`src/rtl/kick_input_latch_pkg.sv`:
```
// kick_input_latch_pkg: lane encodings, FSM states and LFSR constants for the kick input latch.
package kick_input_latch_pkg;
  localparam logic [1:0] LANE_NONE  = 2'd0;
  localparam logic [1:0] LANE_LEFT  = 2'd1;
  localparam logic [1:0] LANE_MID   = 2'd2;
  localparam logic [1:0] LANE_RIGHT = 2'd3;
  localparam logic [7:0] LFSR_SEED  = 8'hA5;
  // Feedback mask for taps 8,6,5,4 (bits 7,5,4,3).
  localparam logic [7:0] LFSR_TAPS  = 8'hB8;
  typedef enum logic [1:0] {IDLE, ARMED, LOCKED} state_t;
  function automatic logic [1:0] lane_or_left(input logic [1:0] v);
    return (v == LANE_NONE) ? LANE_LEFT : v;
  endfunction
endpackage

```
`src/rtl/kick_input_latch_lane_debounce.sv`:
```
// lane_debounce: 2-flop synchronizer plus saturating tick-driven debounce for one 2-bit lane bus.
module lane_debounce #(
  parameter int DEB_TICKS = 20
) (
  input  logic       clock,
  input  logic       reset,
  input  logic       sample_tick,
  input  logic [1:0] raw,
  output logic [1:0] deb
);
  localparam int CW = $clog2(DEB_TICKS + 1);
  logic [1:0] sync_a, sync_b, cand;
  logic [CW-1:0] cnt;
  always_ff @(posedge clock or negedge reset) begin
    if (!reset) begin
      sync_a <= '0;
      sync_b <= '0;
      cand   <= '0;
      cnt    <= '0;
      deb    <= '0;
    end else begin
      sync_a <= raw;
      sync_b <= sync_a;
      // A differing sample restarts the run and counts as its first sample.
      if (sample_tick)
        if (sync_b != cand) begin
          cand <= sync_b;
          cnt  <= CW'(1);
        end else if (cnt != CW'(DEB_TICKS))
          cnt <= cnt + CW'(1);
      if (cnt == CW'(DEB_TICKS))
        deb <= cand;
    end
  end
endmodule

```
`src/rtl/kick_input_latch.sv`:
```
// kick_input_latch: debounces both players' lane switches, captures first choices, freezes them at window close.
// Optional macro KICK_RAND_DEFAULT_EN: LFSR-derived lane replaces DEFAULT_LANE for a missing choice.
module kick_input_latch
  import kick_input_latch_pkg::*;
#(
  parameter int         DEB_TICKS    = 20,
  parameter logic [1:0] DEFAULT_LANE = LANE_MID
) (
  input  logic       clock,
  input  logic       reset,
  input  logic       sample_tick,
  input  logic       round_start,
  input  logic       window_close,
  input  logic [1:0] ball_raw,
  input  logic [1:0] gp_raw,
  output logic [1:0] ball_sel,
  output logic [1:0] gp_sel,
  output logic       sel_valid,
  output logic       kicker_ready,
  output logic       keeper_ready
);
  state_t state, state_nxt;
  logic [1:0] ball_deb, gp_deb, ball_hold, gp_hold, ball_dflt, gp_dflt, ball_lock, gp_lock;
  logic armed, ball_take, gp_take, lock;

  lane_debounce #(.DEB_TICKS(DEB_TICKS)) u_ball (
    .clock(clock), .reset(reset), .sample_tick(sample_tick), .raw(ball_raw), .deb(ball_deb)
  );
  lane_debounce #(.DEB_TICKS(DEB_TICKS)) u_gp (
    .clock(clock), .reset(reset), .sample_tick(sample_tick), .raw(gp_raw), .deb(gp_deb)
  );

`ifdef KICK_RAND_DEFAULT_EN
  logic [7:0] lfsr;
  always_ff @(posedge clock or negedge reset) begin
    if (!reset) lfsr <= LFSR_SEED;
    else lfsr <= {lfsr[6:0], ^(lfsr & LFSR_TAPS)};
  end
  assign ball_dflt = lane_or_left(lfsr[1:0]);
  assign gp_dflt   = lane_or_left(lfsr[3:2]);
`else
  assign ball_dflt = DEFAULT_LANE;
  assign gp_dflt   = DEFAULT_LANE;
`endif

  always_comb begin
    state_nxt = state;
    if (round_start) state_nxt = ARMED;
    else if (state == ARMED && window_close) state_nxt = LOCKED;
  end

  assign armed     = (state == ARMED) && !round_start;
  assign ball_take = armed && !kicker_ready && ball_deb != LANE_NONE;
  assign gp_take   = armed && !keeper_ready && gp_deb != LANE_NONE;
  assign lock      = armed && window_close;
  // A choice debouncing in the closing cycle still counts.
  assign ball_lock = kicker_ready ? ball_hold : ball_take ? ball_deb : ball_dflt;
  assign gp_lock   = keeper_ready ? gp_hold : gp_take ? gp_deb : gp_dflt;

  always_ff @(posedge clock or negedge reset) begin
    if (!reset) begin
      state        <= IDLE;
      ball_hold    <= LANE_NONE;
      gp_hold      <= LANE_NONE;
      kicker_ready <= 1'b0;
      keeper_ready <= 1'b0;
      ball_sel     <= LANE_NONE;
      gp_sel       <= LANE_NONE;
      sel_valid    <= 1'b0;
    end else begin
      state <= state_nxt;
      if (round_start) begin
        ball_hold    <= LANE_NONE;
        gp_hold      <= LANE_NONE;
        kicker_ready <= 1'b0;
        keeper_ready <= 1'b0;
        sel_valid    <= 1'b0;
      end else begin
        if (ball_take) begin
          ball_hold    <= ball_deb;
          kicker_ready <= 1'b1;
        end
        if (gp_take) begin
          gp_hold      <= gp_deb;
          keeper_ready <= 1'b1;
        end
        if (lock) begin
          ball_sel  <= ball_lock;
          gp_sel    <= gp_lock;
          sel_valid <= 1'b1;
        end
      end
    end
  end
endmodule

```
`config.mk`:
```
export PLATFORM = sky130hd
export DESIGN_NAME = kick_input_latch
export DESIGN_NICKNAME = d
export VERILOG_FILES = /design/src/rtl/kick_input_latch_pkg.sv /design/src/rtl/kick_input_latch_lane_debounce.sv /design/src/rtl/kick_input_latch.sv
export SDC_FILE = /design/constraint.sdc
export NUM_CORES = 1
export LEC_CHECK = 0
export ABC_CLOCK_PERIOD_IN_PS = 4200
export CAP_MARGIN = 5
export CORE_UTILIZATION = 50
export DETAILED_ROUTE_END_ITERATION = 16
export PLACE_DENSITY = 0.77
export SLEW_MARGIN = 20
export SYNTH_ARGS = -nofsm -noshare
export SYNTH_HDL_FRONTEND = slang
export SYNTH_SLANG_ARGS = --single-unit
```
`constraint.sdc`:
```
create_clock -name clock -period 4.2 [get_ports clock]
set_input_delay 1.26 -clock clock [delete_from_list [all_inputs] [get_ports clock]]
set_output_delay 1.26 -clock clock [all_outputs]
set_load 0.01 [all_outputs]
```
==> results of run 1 <==
[synth_stat cells, drive strengths merged]
master / count
nor3b: 2
and4b: 2
a32o: 4
xnor2: 2
a31oi: 2
nor4b: 2
inv: 11
a311o: 1
o2bb2ai: 1
nand4: 1
mux2i: 4
dfrtp: 39
buf: 2
a21oi: 7
nor2b: 3
nand3: 2
or3b: 1
a22o: 2
o22ai: 1
o211ai: 1
xor2: 2
and3: 2
nor2: 3
ha: 4
nor4: 1
o31ai: 6
a41oi: 1
nand4b: 2
nand2: 22
o21ai: 6
nand2b: 1
mux2: 5
nand4bb: 2
[worst min-delay path by stage]
stage | start | endpoint | slack [ns] | cells past startpoint
4_1_cts | u_gp.sync_a[0]$_DFF_PN0_ | u_gp.sync_b[0]$_DFF_PN0_ | 0.36 | 0
3_3_place_gp | u_gp.sync_a[1]$_DFF_PN0_ | u_gp.sync_b[1]$_DFF_PN0_ | 0.33 | 0
5_1_grt | u_gp.sync_a[1]$_DFF_PN0_ | u_gp.sync_b[1]$_DFF_PN0_ | 0.36 | 0
6_report | u_gp.sync_a[1]$_DFF_PN0_ | u_gp.sync_b[1]$_DFF_PN0_ | 0.36 | 0
3_5_place_dp | u_gp.sync_a[0]$_DFF_PN0_ | u_gp.sync_b[0]$_DFF_PN0_ | 0.33 | 0
2_1_floorplan | u_ball.sync_a[0]$_DFF_PN0_ | u_ball.sync_b[0]$_DFF_PN0_ | 0.33 | 0
[kinds of logic after synthesis]
group | count (synthesis) | share of synthesized area, %
AO/OA/AOI/OAI | 32 | 12.89
XOR/XNOR | 4 | 3.704
adder cells (fa/ha/maj) | 4 | 2.849
buffers and inverters | 13 | 2.920
flip-flops | 39 | 55.56
multiplexers | 9 | 5.484
AND/OR/NAND/NOR | 46 | 16.60
[metal layers]
layer / up-vias / track usage (%) / wire length (µm)
met4: 0 / 9.091 / 38
li1: 570 / - / -
met5: - / 0 / 0
met1: 579 / 22.22 / 1202
met3: 5 / 4.412 / 125
met2: 29 / 33.23 / 1529
[metrics by stage]
stage	instance area, µm²	hold slack [ns]
detailed placement	1949	0.3347
CTS	1999	0.3594
finish	1999	0.3581
global placement	1949	0.3340
floorplan	1757	0.3312
global route	1999	0.3640
[state kept, by name (all words and copies together), names as in the netlist]
signal,count
u_ball.cnt,5
u_gp.cnt,5
ball_hold,2
ball_sel,2
gp_hold,2
gp_sel,2
state,2
u_ball.cand,2
u_ball.deb,2
u_ball.sync_a,2
u_ball.sync_b,2
u_gp.cand,2
u_gp.deb,2
u_gp.sync_a,2
u_gp.sync_b,2
keeper_ready,1
kicker_ready,1
sel_valid,1
[power by group]
part           internal [mW]  switching (mW)  total, mW
Sequential             0.401          0.0244      0.425
Combinational         0.0526          0.0538      0.106
Clock                 0.0654           0.116      0.181
[cells in the final DEF (no fill, tap or decap)]
master,Yosys,routed
sky130_fd_sc_hd__o21ai_0,6,6
sky130_fd_sc_hd__clkbuf_4,0,5
sky130_fd_sc_hd__clkdlybuf4s50_1,0,14
sky130_fd_sc_hd__nand4_1,1,1
sky130_fd_sc_hd__o31ai_1,6,6
sky130_fd_sc_hd__and4b_1,2,2
sky130_fd_sc_hd__xor2_2,2,2
sky130_fd_sc_hd__nand4bb_1,2,2
sky130_fd_sc_hd__xnor2_2,2,2
sky130_fd_sc_hd__nand2_1,22,22
sky130_fd_sc_hd__a41oi_1,1,1
sky130_fd_sc_hd__mux2_2,5,5
sky130_fd_sc_hd__inv_1,11,11
sky130_fd_sc_hd__buf_2,2,1
sky130_fd_sc_hd__a21oi_1,7,7
sky130_fd_sc_hd__nand4b_1,2,2
sky130_fd_sc_hd__dfrtp_1,39,39
sky130_fd_sc_hd__nor3b_1,2,2
sky130_fd_sc_hd__o211ai_1,1,1
sky130_fd_sc_hd__a31oi_1,2,2
sky130_fd_sc_hd__and3_1,2,2
sky130_fd_sc_hd__nor2b_1,3,3
sky130_fd_sc_hd__nor2_1,3,3
sky130_fd_sc_hd__nor4b_4,2,2
sky130_fd_sc_hd__o22ai_1,1,1
sky130_fd_sc_hd__nand2b_1,1,1
sky130_fd_sc_hd__a32o_2,4,4
sky130_fd_sc_hd__ha_1,4,4
sky130_fd_sc_hd__clkbuf_1,0,2
sky130_fd_sc_hd__mux2i_1,4,4
sky130_fd_sc_hd__or3b_1,1,1
sky130_fd_sc_hd__a22o_1,2,2
sky130_fd_sc_hd__nand3_1,2,2
sky130_fd_sc_hd__a311o_1,1,1
sky130_fd_sc_hd__clkinv_2,0,1
sky130_fd_sc_hd__nor4_2,1,1
sky130_fd_sc_hd__o2bb2ai_1,1,1
[layout make-up]
| cell class | count | area (µm²) | share of cell area [%] |
|---|---|---|---|
| timing repair buffer | 15 | 145.1 | 7.259 |
| tap | 46 | 57.56 | 2.879 |
| multi-input combinational | 95 | 729.5 | 36.48 |
| clock buffer | 7 | 45.04 | 2.253 |
| sequential | 39 | 975.9 | 48.81 |
| clock inverter | 1 | 5.005 | 0.2503 |
| inverter | 11 | 41.29 | 2.065 |
==> impl.org, run 1 <==
** Logic synthesis
- Summing every instance area after synthesis gives 1757 µm².
- Post-Synthesis Cells :: around 150
- Number of nets in the synthesized netlist :: 160
- The synthesized netlist contains 33 unique library cells.
- Summing the sequential cell areas from Yosys gives between 50% and 60% of the chip area.
- Average cell area after synthesis :: between 10 and 15 µm²
- After synthesis the netlist holds a flip-flop and latch count of 39.
- The Yosys step of the flow raised 0 warnings.
- Dominant cells by area after synthesis :: sky130_fd_sc_hd__dfrtp_1, sky130_fd_sc_hd__nand2_1, sky130_fd_sc_hd__mux2_2, sky130_fd_sc_hd__ha_1, sky130_fd_sc_hd__nor4b_4
- In this run the biggest area consumer among cell types represents 55.56% of the synthesized area.
- Cell taking the most area after synthesis :: sky130_fd_sc_hd__dfrtp_1

** Placement
- Minimum setup slack after placement :: roughly 1.3 ns
- In this run the tool buffered the top-level ports with 15 buffer cells.
- Instance count after placement with tap cells included :: around 210
- The congestion estimate from routability-driven global placement came to about 0.8.

** STA
- Worst clock skew :: 0.009590 ns
- Setup repair after global routing missed its margin :: no
- Setup ws final :: between 1.5 and 2 ns
- Total of endpoints with negative setup slack in the final report :: 0
- The number of failing hold endpoints at the final stage is 0.
- Fin Setup TNS :: 0 ns
- After layout, the minimum clock period comes to between 2 and 3 ns.
- Based on the critical path, the design can be clocked at up to between 300 and 400 MHz.
- Worst-Margin Slew :: 0.8593 ns
- The final critical path takes up a little over three fifths of the cycle.
- Worst-case headroom to the max-slew limit :: a little over two fifths
- Final slew viol count :: 0

** Setup path
- Worst-case reg-to-reg path depth :: 5
- Crit-path leading delay family :: buffers and inverters
- Together, buffers and inverters on the worst path number 1.
- The critical path is of the reg -> out type.
- Tracing the worst setup path back leads to its startpoint at kicker_ready$_DFFE_PN0P_.
- Worst R2R Start :: u_gp.cnt[0]$_DFFE_PN0P_
- Crit-path slowest cell :: sky130_fd_sc_hd__clkdlybuf4s50_1
- The signal on the critical path passes through clkdlybuf4s50_1.
- Delay contributed by the slowest stage of the critical path :: 0.58 ns
- The worst setup path is launched from a register.
- Maximum net fanout on the critical path :: 5
- The most critical setup path has its endpoint at kicker_ready.
- Arrival time worst endpoint :: roughly 1.4 ns
- Type of element capturing the critical path :: output port
- For flop-to-flop paths, the worst setup slack is 2.68 ns.
- In this run the number of cells on the critical path is 1.
- Worst path required time :: between 2 and 3 ns
- Reg2Reg Capture Point :: u_gp.cnt[2]$_DFFE_PN0P_

** Clocking
- Clock tree buffer depth :: 2
- Root buffer cell :: sky130_fd_sc_hd__clkbuf_4
- Clock transition at the registers of the reported paths :: 0.11 ns
- For the worst-skew pair, the clock arrives at the later sink with an insertion delay of about 0.33 ns.
- Hold-fix buffers at CTS :: 0
- Clock tree from TritonCTS :: built
- Clock H-tree levels :: 2
- Post-CTS repair timing setup buffer count :: 0
- In this run, post-CTS repair resized a total of 0 instances.
- Number of buffers inserted during clock tree synthesis :: 5
- Number of sinks handled by clock tree synthesis :: 39

** Route
- Via density per instance :: ~5.5
- Wirelength per Cell :: about 14 µm
- First drt pass iteration count :: 4
- For this block, the initial DRC count from the detailed router was 58.
- The detailed router placed approximately 1,200 vias in this run.
- For this run, design rule violations remaining after detail routing come to 0.
- Wires add up to around 2.9 mm.
- The count of nets left with antenna violations once routing finished came out at 0.

** Final layout
- The net count of the finished layout is 180.
- Fill cell total of the finished layout :: just over 300
- Once layout is complete, the utilization of the core stands at about three fifths.
- In the final layout, the share of cells above drive strength 1 is a little over an eighth.
- Ant diodes :: 0
- After the flow finishes, the layout carries non-filler instances totaling between 200 and 250.
- Relative to the synthesized area, the layout overhead comes to 13.82%.

** Power
- Pwr dens :: between 300 and 400 nW/µm²
- Summing internal, switching and leakage power gives slightly above 700 µW.
- Static Leakage :: approximately 0.9 nW
- Worst-case vdd ir drop :: 0.2279 mV

** Global routing
- Entering global routing, the biggest net connects 40 pins.
- The number of antenna violations at the first check in global routing came to 0.
- Number of global-route vias before repair :: 1,173
- Global routing used 19.08% of the available tracks across all layers.
- Summed over all layers, the global routing overflow is 0.
- The first global-routing pass estimated roughly 5 mm of wire.

** Floorplanning
- Floorplan die area :: ~3800 µm²
- Die X-Extent :: between 60 and 70 µm
- The region available for standard cell placement spans between 3000 and 4000 µm².
- Number of I/O pins :: 16
- Die height :: 61.28 µm
- Starting density of the core :: 52.23%
- Site Rows :: 21

** Status
- Status :: complete, no violations

** Hold path
- The worst hold path belongs to the class reg -> reg.

** Flow run
- The tool flagged a number of max-cap violations equal to 0.
No activity file was read; power rests on OpenSTA's default activity.
==> run 2, diff against run 1 <==
Settings changed: ABC_CLOCK_PERIOD_IN_PS 4200 to 2500.
Clock period 4.2 ns to 2.5 ns, I/O delays scaled along.
==> run 2 against run 1 <==
Final area is 1.3% higher. Non-clock buffer count rose by 1. Via count down 0.42%. Clock power is 99% higher. Critical path type unchanged. Critical endpoint unchanged.
==> impl.org, run 2 (synthesized netlist as in run 1, its figures left out) <==
** Global routing
- Antenna violations before repair :: 0
- Total gr overflow :: 0
- Global routing consumed, over all layers together, between 10% and 20% of the routing resources.
- Number of global-route vias before repair :: about 1,100
- The first global-routing pass estimated about 4.8 mm of wire.
- Maximum number of pins on one net before global-route repair :: 40

** Clocking
- Count of instances resized after the clock tree is built :: 0
- TritonCTS built the clock tree.
- The clock reaches the later pin of the worst-skew pair after 0.34 ns.
- Hold-fix buffers at CTS :: 0
- Number of sinks handled by clock tree synthesis :: 39
- Number of buffers inserted during clock tree synthesis :: 5
- The tree is rooted in a sky130_fd_sc_hd__clkbuf_4.
- The number of setup buffers added after CTS is 0.
- Clock tree buffer depth :: 2
- Clock H-tree levels :: 2
- After clock tree synthesis, the clock-pin slew on the worst setup and hold paths is around 0.11 ns.

** Placement
- I/O Buffers :: 15
- Final Wtd Congestion :: 0.7559
- Cell area after placement :: a little under 2000 µm²
- After legalization and detailed placement, the total HPWL measured roughly 2.0 mm.

** Route
- For this block, the via count after detailed routing is between 1,000 and 1,500.
- DRC violation count after routing :: 0
- Iteration-0 DRC Markers :: 52
- After detailed routing, the number of vias per cell comes to ~5.5.
- After detailed routing, the average wire length per cell comes to 13.30 µm.
- Number of routed nets with antenna violations :: 0
- Routed wire length :: ~2.9 mm
- First drt pass iteration count :: 4

** Flow run
- Max-cap violations in this run came to 0.

** STA
- Endpoints failing hold :: 0
- Worst clock skew :: 0.008452 ns
- Setup total negative slack on the finished layout was measured at 0 ns.
- The max-slew violation count is 0.
- Worst-Margin Slew :: slightly above 0.8 ns
- Dividing the final minimum period by the clock period gives around 86%.
- Worst-case headroom to the max-slew limit :: between 40% and 50%
- Subtracting the final worst setup slack from the clock period gives about 2.2 ns.
- Setup repair after global routing left no endpoint under its margin.
- Setup violations remaining at the end of the flow were counted as 0.
- Based on the critical path, the design can be clocked at up to roughly 460 MHz.

** Floorplanning
- The die covers approximately 3800 µm².
- Site Rows :: 21
- Core box area :: around 3400 µm²
- Die X-Extent :: approximately 61 µm
- Number of I/O pins :: 16
- For this configuration, the core starts out at a cell density of around 52%.
- From bottom edge to top edge, the die measures 61.28 µm.

** Final layout
- Post-route cell area :: ~2000 µm²
- Finished Core Util :: between 60% and 70%
- Ant diodes :: 0
- Of the cells placed in the final design, the portion with a size suffix greater than 1 is 14.79%.
- Leading cell types in the layout, fill and taps excluded :: sky130_fd_sc_hd__dfrtp_1, sky130_fd_sc_hd__nand2_1, sky130_fd_sc_hd__clkdlybuf4s50_1
- In the final layout, the registers with the most flip-flops are u_ball.cnt x5, u_gp.cnt x5.
- Most common cell after layout, fill and taps aside :: sky130_fd_sc_hd__dfrtp_1
- Layout Area Growth over Synthesis :: 15.31%
- Fin nets :: between 150 and 200
- Fill cells in the final layout number approximately 290.

** Setup path
- Together, buffers and inverters on the worst path number 1.
- Ordered cell list for the critical path :: clkdlybuf4s50_1
- In this design, the stage delay of the slowest critical-path cell is roughly 0.58 ns.
- Crit-path leading delay family :: buffers and inverters
- Arrival time worst endpoint :: around 1.4 ns
- The critical path is of the reg -> out type.
- Worst path required time :: about 1.8 ns
- The slowest stage of the critical path belongs to the cell sky130_fd_sc_hd__clkdlybuf4s50_1.
- Type of element capturing the critical path :: output port
- Startpoint Class :: register
- Along the worst path, the maximum fanout reaches 5.

** Status
- The run finished with clean final reports.

** Hold path
- The min-delay analysis places its worst path in the category reg -> reg.

** Power
- Pwr dens :: just over 600 nW/µm²
- Summed over all cells, the static leakage comes to a little over 0.9 nW.
- VDD sags by at most approximately 0.34 mV.
[run 2: where the power goes]
group	switching [mW]	total [mW]	internal, mW
Sequential	0.0410	0.714	0.673
Clock	0.195	0.360	0.166
Combinational	0.0916	0.181	0.0897
[run 2: layer usage]
metal  part of all wire (%)  routed length [µm]  global-route usage, %  vias to the layer above
li1                       -                   -                      -                      572
met4                    3.6                 103                  11.04                        0
met3                    5.0                 143                  6.933                       11
met5                      0                   0                      0                        -
met1                     43                1236                  19.72                      562
met2                     48                1376                  30.90                       33
[run 2: final timing paths]
check | startpoint | end | slack, ns | depth (start not counted)
max | kicker_ready$_DFFE_PN0P_ | kicker_ready | 0.34 | 1
min reg2reg | u_ball.sync_a[0]$_DFF_PN0_ | u_ball.sync_b[0]$_DFF_PN0_ | 0.36 | 0
max in group asynchronous | reset | u_ball.sync_b[0]$_DFF_PN0_ | 1.50 | 1
max reg2reg | u_gp.cnt[0]$_DFFE_PN0P_ | u_gp.cnt[2]$_DFFE_PN0P_ | 1.04 | 5
min | u_ball.sync_a[0]$_DFF_PN0_ | u_ball.sync_b[0]$_DFF_PN0_ | 0.36 | 0
min in group asynchronous | reset | kicker_ready$_DFFE_PN0P_ | 0.49 | 1
[run 2: area by class of cell]
type	instances	area, µm²	share of cell area (%)
Timing Repair Buffer	16	152.6	7.536
Tap cell	46	57.56	2.841
Sequential cell	39	975.9	48.18
Inverter	11	41.29	2.038
Clock buffer	8	68.82	3.397
Multi-Input combinational cell	95	729.5	36.01
[run 2: stage by stage]
| step | setup WS, ns | cells | hold slack, ns | total power, mW |
|---|---|---|---|---|
| floorplan | 0.9957 | 147 | 0.3312 | 0.8335 |
| global placement | 0.2929 | 207 | 0.3323 | 0.8950 |
| detailed placement | 0.2336 | 207 | 0.3347 | 0.9102 |
| CTS | 0.3203 | 215 | 0.3588 | 1.272 |
| global route | 0.2445 | 215 | 0.3686 | 1.327 |
| finish | 0.3443 | 215 | 0.3574 | 1.256 |
